==> src/rtl/hwpe_stream_addressgen_sched.sv <==
// Round-robin job scheduler that time-shares one address generator between NB_REQ requesters.
// Each accepted job is sequenced through generator clear, presample and run, then acknowledged with a done pulse.
module hwpe_stream_addressgen_sched #(
    parameter int unsigned NB_REQ    = 2,
    parameter int unsigned ID_W      = (NB_REQ > 1) ? $clog2(NB_REQ) : 1,
    parameter int unsigned JOB_CNT_W = 16,
    parameter type ctrl_addressgen_v3_t = logic [63:0]
) (
    input  logic                 clk_i,
    input  logic                 rst_ni,
    input  logic                 clear_i,
    input  logic [NB_REQ-1:0]    req_valid_i,
    output logic [NB_REQ-1:0]    req_ready_o,
    input  ctrl_addressgen_v3_t  req_ctrl_i [NB_REQ],
    output logic [NB_REQ-1:0]    req_done_o,
    output ctrl_addressgen_v3_t  ag_ctrl_o,
    output logic                 ag_clear_o,
    output logic                 ag_presample_o,
    output logic                 ag_enable_o,
    input  logic                 ag_done_i,
    output logic                 busy_o,
    output logic [ID_W-1:0]      grant_id_o,
    output logic [JOB_CNT_W-1:0] jobs_done_o
);

    typedef enum logic [2:0] {
        IDLE,
        CLEAR,
        START,
        RUN,
        DONE
    } state_t;

    state_t              state_q, state_d;
    logic [ID_W-1:0]     rr_ptr_q;
    logic [ID_W-1:0]     grant_idx;
    logic [ID_W-1:0]     lo_idx, hi_idx;
    logic                lo_found, hi_found;
    logic                any_valid;
    logic                accept;
    logic                clear_q;
    logic [JOB_CNT_W-1:0] jobs_q;
    logic [ID_W-1:0]     grant_q;
    ctrl_addressgen_v3_t ctrl_q;

    // Two-pass search: first valid at/after the pointer, else first valid from index 0 (wrap).
    always_comb begin
        lo_found = 1'b0;
        hi_found = 1'b0;
        lo_idx   = '0;
        hi_idx   = '0;
        for (int unsigned i = 0; i < NB_REQ; i++) begin
            if (req_valid_i[i] && !lo_found) begin
                lo_found = 1'b1;
                lo_idx   = ID_W'(i);
            end
            if (req_valid_i[i] && (ID_W'(i) >= rr_ptr_q) && !hi_found) begin
                hi_found = 1'b1;
                hi_idx   = ID_W'(i);
            end
        end
        any_valid = lo_found;
        grant_idx = hi_found ? hi_idx : lo_idx;
    end

    assign accept = (state_q == IDLE) && any_valid && !clear_i;

    always_ff @(posedge clk_i or negedge rst_ni) begin
        if (!rst_ni) begin
            state_q <= IDLE;
            clear_q <= 1'b0;
        end else begin
            state_q <= state_d;
            clear_q <= clear_i;
        end
    end

    always_comb begin
        state_d = state_q;
        unique case (state_q)
            IDLE:    if (any_valid) state_d = CLEAR;
            CLEAR:   state_d = START;
            START:   state_d = RUN;
            RUN:     if (ag_done_i) state_d = DONE;
            DONE:    state_d = IDLE;
            default: state_d = IDLE;
        endcase
        if (clear_i) state_d = IDLE;
    end

    always_comb begin
        ag_clear_o     = (state_q == CLEAR) || clear_q;
        ag_presample_o = (state_q == START);
        ag_enable_o    = (state_q == RUN);
        busy_o         = (state_q != IDLE);
        for (int unsigned i = 0; i < NB_REQ; i++) begin
            req_ready_o[i] = accept && (grant_idx == ID_W'(i));
            req_done_o[i]  = (state_q == DONE) && !clear_i && (grant_q == ID_W'(i));
        end
    end

    always_ff @(posedge clk_i or negedge rst_ni) begin
        if (!rst_ni) begin
            rr_ptr_q <= '0;
            grant_q  <= '0;
            ctrl_q   <= '0;
            jobs_q   <= '0;
        end else begin
            if (accept) begin
                grant_q  <= grant_idx;
                ctrl_q   <= req_ctrl_i[grant_idx];
                rr_ptr_q <= (grant_idx == ID_W'(NB_REQ - 1)) ? '0 : grant_idx + ID_W'(1);
            end
            if ((state_q == DONE) && !clear_i) begin
                jobs_q <= jobs_q + JOB_CNT_W'(1);
            end
        end
    end

    assign ag_ctrl_o   = ctrl_q;
    assign grant_id_o  = grant_q;
    assign jobs_done_o = jobs_q;

endmodule
==> config.mk <==
export PLATFORM = sky130hd
export DESIGN_NAME = hwpe_stream_addressgen_sched
export DESIGN_NICKNAME = d
export VERILOG_FILES = /design/src/rtl/hwpe_stream_addressgen_sched.sv
export SDC_FILE = /design/constraint.sdc
export NUM_CORES = 1
export LEC_CHECK = 0
export ABC_AREA = 1
export CAP_MARGIN = 5
export CORE_MARGIN = 5
export CORE_UTILIZATION = 30
export CTS_CLUSTER_SIZE = 8
export DETAILED_ROUTE_END_ITERATION = 16
export GPL_ROUTABILITY_DRIVEN = 0
export HOLD_SLACK_MARGIN = 0.06
export PLACE_DENSITY_LB_ADDON = 0.15
export REMOVE_ABC_BUFFERS = 1
export SLEW_MARGIN = 0
export SYNTH_ARGS = -nofsm -noshare
export SYNTH_HDL_FRONTEND = slang
export SYNTH_SLANG_ARGS = --single-unit
==> constraint.sdc <==
create_clock -name clk_i -period 2.2 [get_ports clk_i]
set_clock_uncertainty 0.2 [all_clocks]
set_input_delay 0.66 -clock clk_i [delete_from_list [all_inputs] [get_ports clk_i]]
set_output_delay 0.66 -clock clk_i [all_outputs]
set_load 0.05 [all_outputs]
==> impl_metrics.tcl <==
set metrics [dict create \
    status "complete, but fails checks" \
    violations "setup timing" \
    regToRegSetupSlack_ps 330 \
    first_global_vias 4271 \
    wl_mm 13.5 \
    top_usage_layer "met2" \
    vias 4058 \
    synthTopCellsByArea "dfrtp_1 (55%), nand2_1 (22%), nand3_1 (9.0%)" \
    cts_buffer_depth 2 \
    ys_ff_latch 86 \
    power.density_mw_per_mm2 1080 \
    cts_buffers 9 \
    dp_hpwl_mm 10.3 \
    fin_tns_setup_ps -77.5 \
    grt-ovfl-total 0 \
    clock-sinks 86 \
    crit_path_end_kind "primary output" \
    firstDrtPassIters 5 \
    finalMaxSlewViolations 0 \
    via_per_inst 4.52 \
    clkPwrFrac_pct 23.7 \
    grt_pass1_wl_mm 22.1 \
    cp_max_fo 3 \
    postRouteAntennaNets 0 \
    fp.dieH_um 125 \
    antenna_found_initial 0 \
    crit_slowest_cell "nand4_4" \
    synthToLayoutAreaGrowth_pct 71.0 \
    cp_slowest_stage_delay_ps 140 \
    grt_usage_pct 17.6 \
    cp.required_ps 1340 \
    arrival_ps 1390 \
    setup-violations-final 4 \
    worstSetupPathType "in -> out" \
    synthesis.instances 484 \
    fill_cells 1187 \
    synth_top_area_cell "dfrtp_1" \
    use_met1_pct 20.2 \
    fin_ws_ps -53.7 \
    drv_cap 0 \
    synth_top_cell_area_share_pct 54.6 \
    relSlewSlack_pct 68.7 \
    fin_crit_ps 2250 \
    crit_family "buffers and inverters" \
    crit_path_start_kind "input pin" \
    cts-root-buf "clkbuf_16" \
    wl_per_cell_um 15.1 \
    grt_max_degree 87 \
    ir_worst_vdd_v 0.000697 \
    finalPower_mw 7.27 \
    h-tree-depth 3 \
    hold_viol 0 \
    min_period_over_period_pct 102 \
    seq_area_mm2 0.00215 \
    power.switching_mw 3.07 \
    nNetsFinal 856 \
    leakage_nw 3.19 \
    cp_common_cell "inv_2" \
    dp.cells 874 \
    avgSynthCellArea_um2 8.14 \
    drc_errors 0 \
    rsz0062_at_grt "yes" \
    ys_seq_area_share_pct 54.6 \
    gr-usage-met2_pct 29.1 \
    initial_utilization_pct 30.8 \
    pwr-share-seq_pct 31.2 \
    hp-class "in -> async" \
    gr-usage-met3_pct 7.63 \
    p_comb_share_pct 45.1 \
    tritoncts "done" \
    drt-initial-drc-count 197 \
    die_w_um 125 \
    clock_latency_ps 330 \
    synth_cell_types 26 \
    cts.clk_slew.worst_paths_ps 60 \
    dieArea_mm2 0.0155 \
    crit_chain "buf_2 > inv_2 > nand4_4 > nor2_4 > nand2_2 > inv_2 > buf_12" \
    ios 223 \
    cp_num_buf_inv 4 \
    yosysWarnings 0 \
    worst_pin_slew_ps 470 \
    fin_cells 897 \
    fmax_mhz 444 \
    antenna_cells 0 \
    multi_input_comb_area_mm2 0.00161 \
    syn-cell-area_mm2 0.00394 \
    rows 41 \
    port_buffers 222 \
    switching_share_pct 42.2 \
    core_mm2 0.0128 \
    intPower_mw 4.20 \
    drive_gt1_share_pct 21.5 \
]
## sequential cells by signal, summed over array words and instances, names as in the netlist
signal,count
clear_q,1
ag_ctrl_o,64
grant_id_o,1
state_q,3
rr_ptr_q,1
jobs_done_o,16
## stage by stage
step                setup slack, ps  hold slack, ps  instance area [µm²]  utilization [%]
detailed placement             -465             284                 6330             49.6
finish                        -53.7             150                 6740             52.8
global placement               -473             278                 6330             49.6
floorplan                     -1100             164                 3800                -
global route                   -136             183                 6740             52.8
CTS                           -92.7             175                 6720             52.6
## final cells by class
| type | instances | share of cell area (%) |
|---|---|---|
| repair buffers | 247 | 35.0 |
| multi-input cells | 359 | 23.9 |
| well taps | 172 | 3.19 |
| clock buffers | 11 | 3.60 |
| flip-flops and latches | 86 | 32.0 |
| inverters | 18 | 1.00 |
| clock inverters | 4 | 1.41 |
## layout by cell type, fill, tap and decap left out, types with 3 or more instances in the layout
master / n
nor2_1: 15
nand2_2: 3
clkdlybuf4s50_1: 129
xnor2_1: 5
dfrtp_1: 85
buf_4: 100
nor2_2: 3
nand2_1: 234
bufinv_16: 3
clkbuf_16: 9
inv_2: 7
nor2_4: 5
buf_2: 3
nor3_1: 3
buf_12: 15
o21ai_0: 3
xor2_1: 4
nand4_1: 3
inv_1: 11
nand3_1: 70
## path summary, 6_finish.rpt
path | startpoint | endpoint | cells past startpoint
min in group clk_i | ag_ctrl_o[26]$_DFFE_PN0N_ | ag_ctrl_o[26]$_DFFE_PN0N_ | 2
worst max register to register | state_q[2]$_DFFE_PN0P_ | ag_ctrl_o[58]$_DFFE_PN0N_ | 9
worst min-delay path | rst_ni | clear_q$_DFF_PN0_ | 2
worst max-delay path | clear_i | req_ready_o[0] | 7
worst min register to register | ag_ctrl_o[26]$_DFFE_PN0N_ | ag_ctrl_o[26]$_DFFE_PN0N_ | 2
max in group asynchronous | rst_ni | state_q[0]$_DFFE_PN0P_ | 2
## power by group through the flow
stage / logic, mW / clock network (mW) / registers [mW]
global placement: 3.29 / 0 / 2.26
global route: 3.47 / 1.84 / 2.33
detailed placement: 3.31 / 0 / 2.27
floorplan: 0.550 / 0 / 3.71
CTS: 3.32 / 1.78 / 2.27
finish: 3.28 / 1.72 / 2.27
## cells by family (layout without fill, tap and decap cells)
group / Yosys count / after routing / synth area share, %
AND/OR/NAND/NOR: 343 / 343 / 37.1
flip-flops: 86 / 86 / 54.6
buffers and inverters: 39 / 280 / 5.24
XOR/XNOR: 9 / 9 / 2.00
AO/OA/AOI/OAI: 6 / 6 / 0.762
adder cells (fa/ha/maj): 1 / 1 / 0.318
## Yosys cell counts (all sizes together)
master and number:
clkbuf 2, inv 18, nor3b 1, xnor2 5
buf 19, ha 1, o21ai 4, nor3 3
nand3b 2, nand3 72, dfrtp 86, or2 1
nand4 4, nand2 237, xor2 4, a21oi 2
nor2 23
## repair_timing
action,in CTS,in global routing
hold buffers,0,0
pin swaps,4,3
resized for setup,18,4
endpoints found under the hold margin,0,0
cloned,0,0
setup buffers,7,1
setup endpoints to repair,45,7
## metal layers
metal | vias up | wire length, µm | part of all wire [%]
met5 | - | 0 | 0
met4 | 0 | 260 | 1.9
met3 | 17 | 1340 | 9.9
met2 | 170 | 6690 | 49
met1 | 1879 | 5240 | 39
li1 | 1992 | - | -
## worst register-to-register path, cell delays in order, from the launching register on
cell and delay [ps]:
dfrtp_1 390, inv_2 110, nand4_4 150, nor2_4 120, nand2_2 50, inv_2 80
buf_4 110, buf_4 360, nand2_1 130, nand3_1 90
Power figures use the tool's default switching activity.
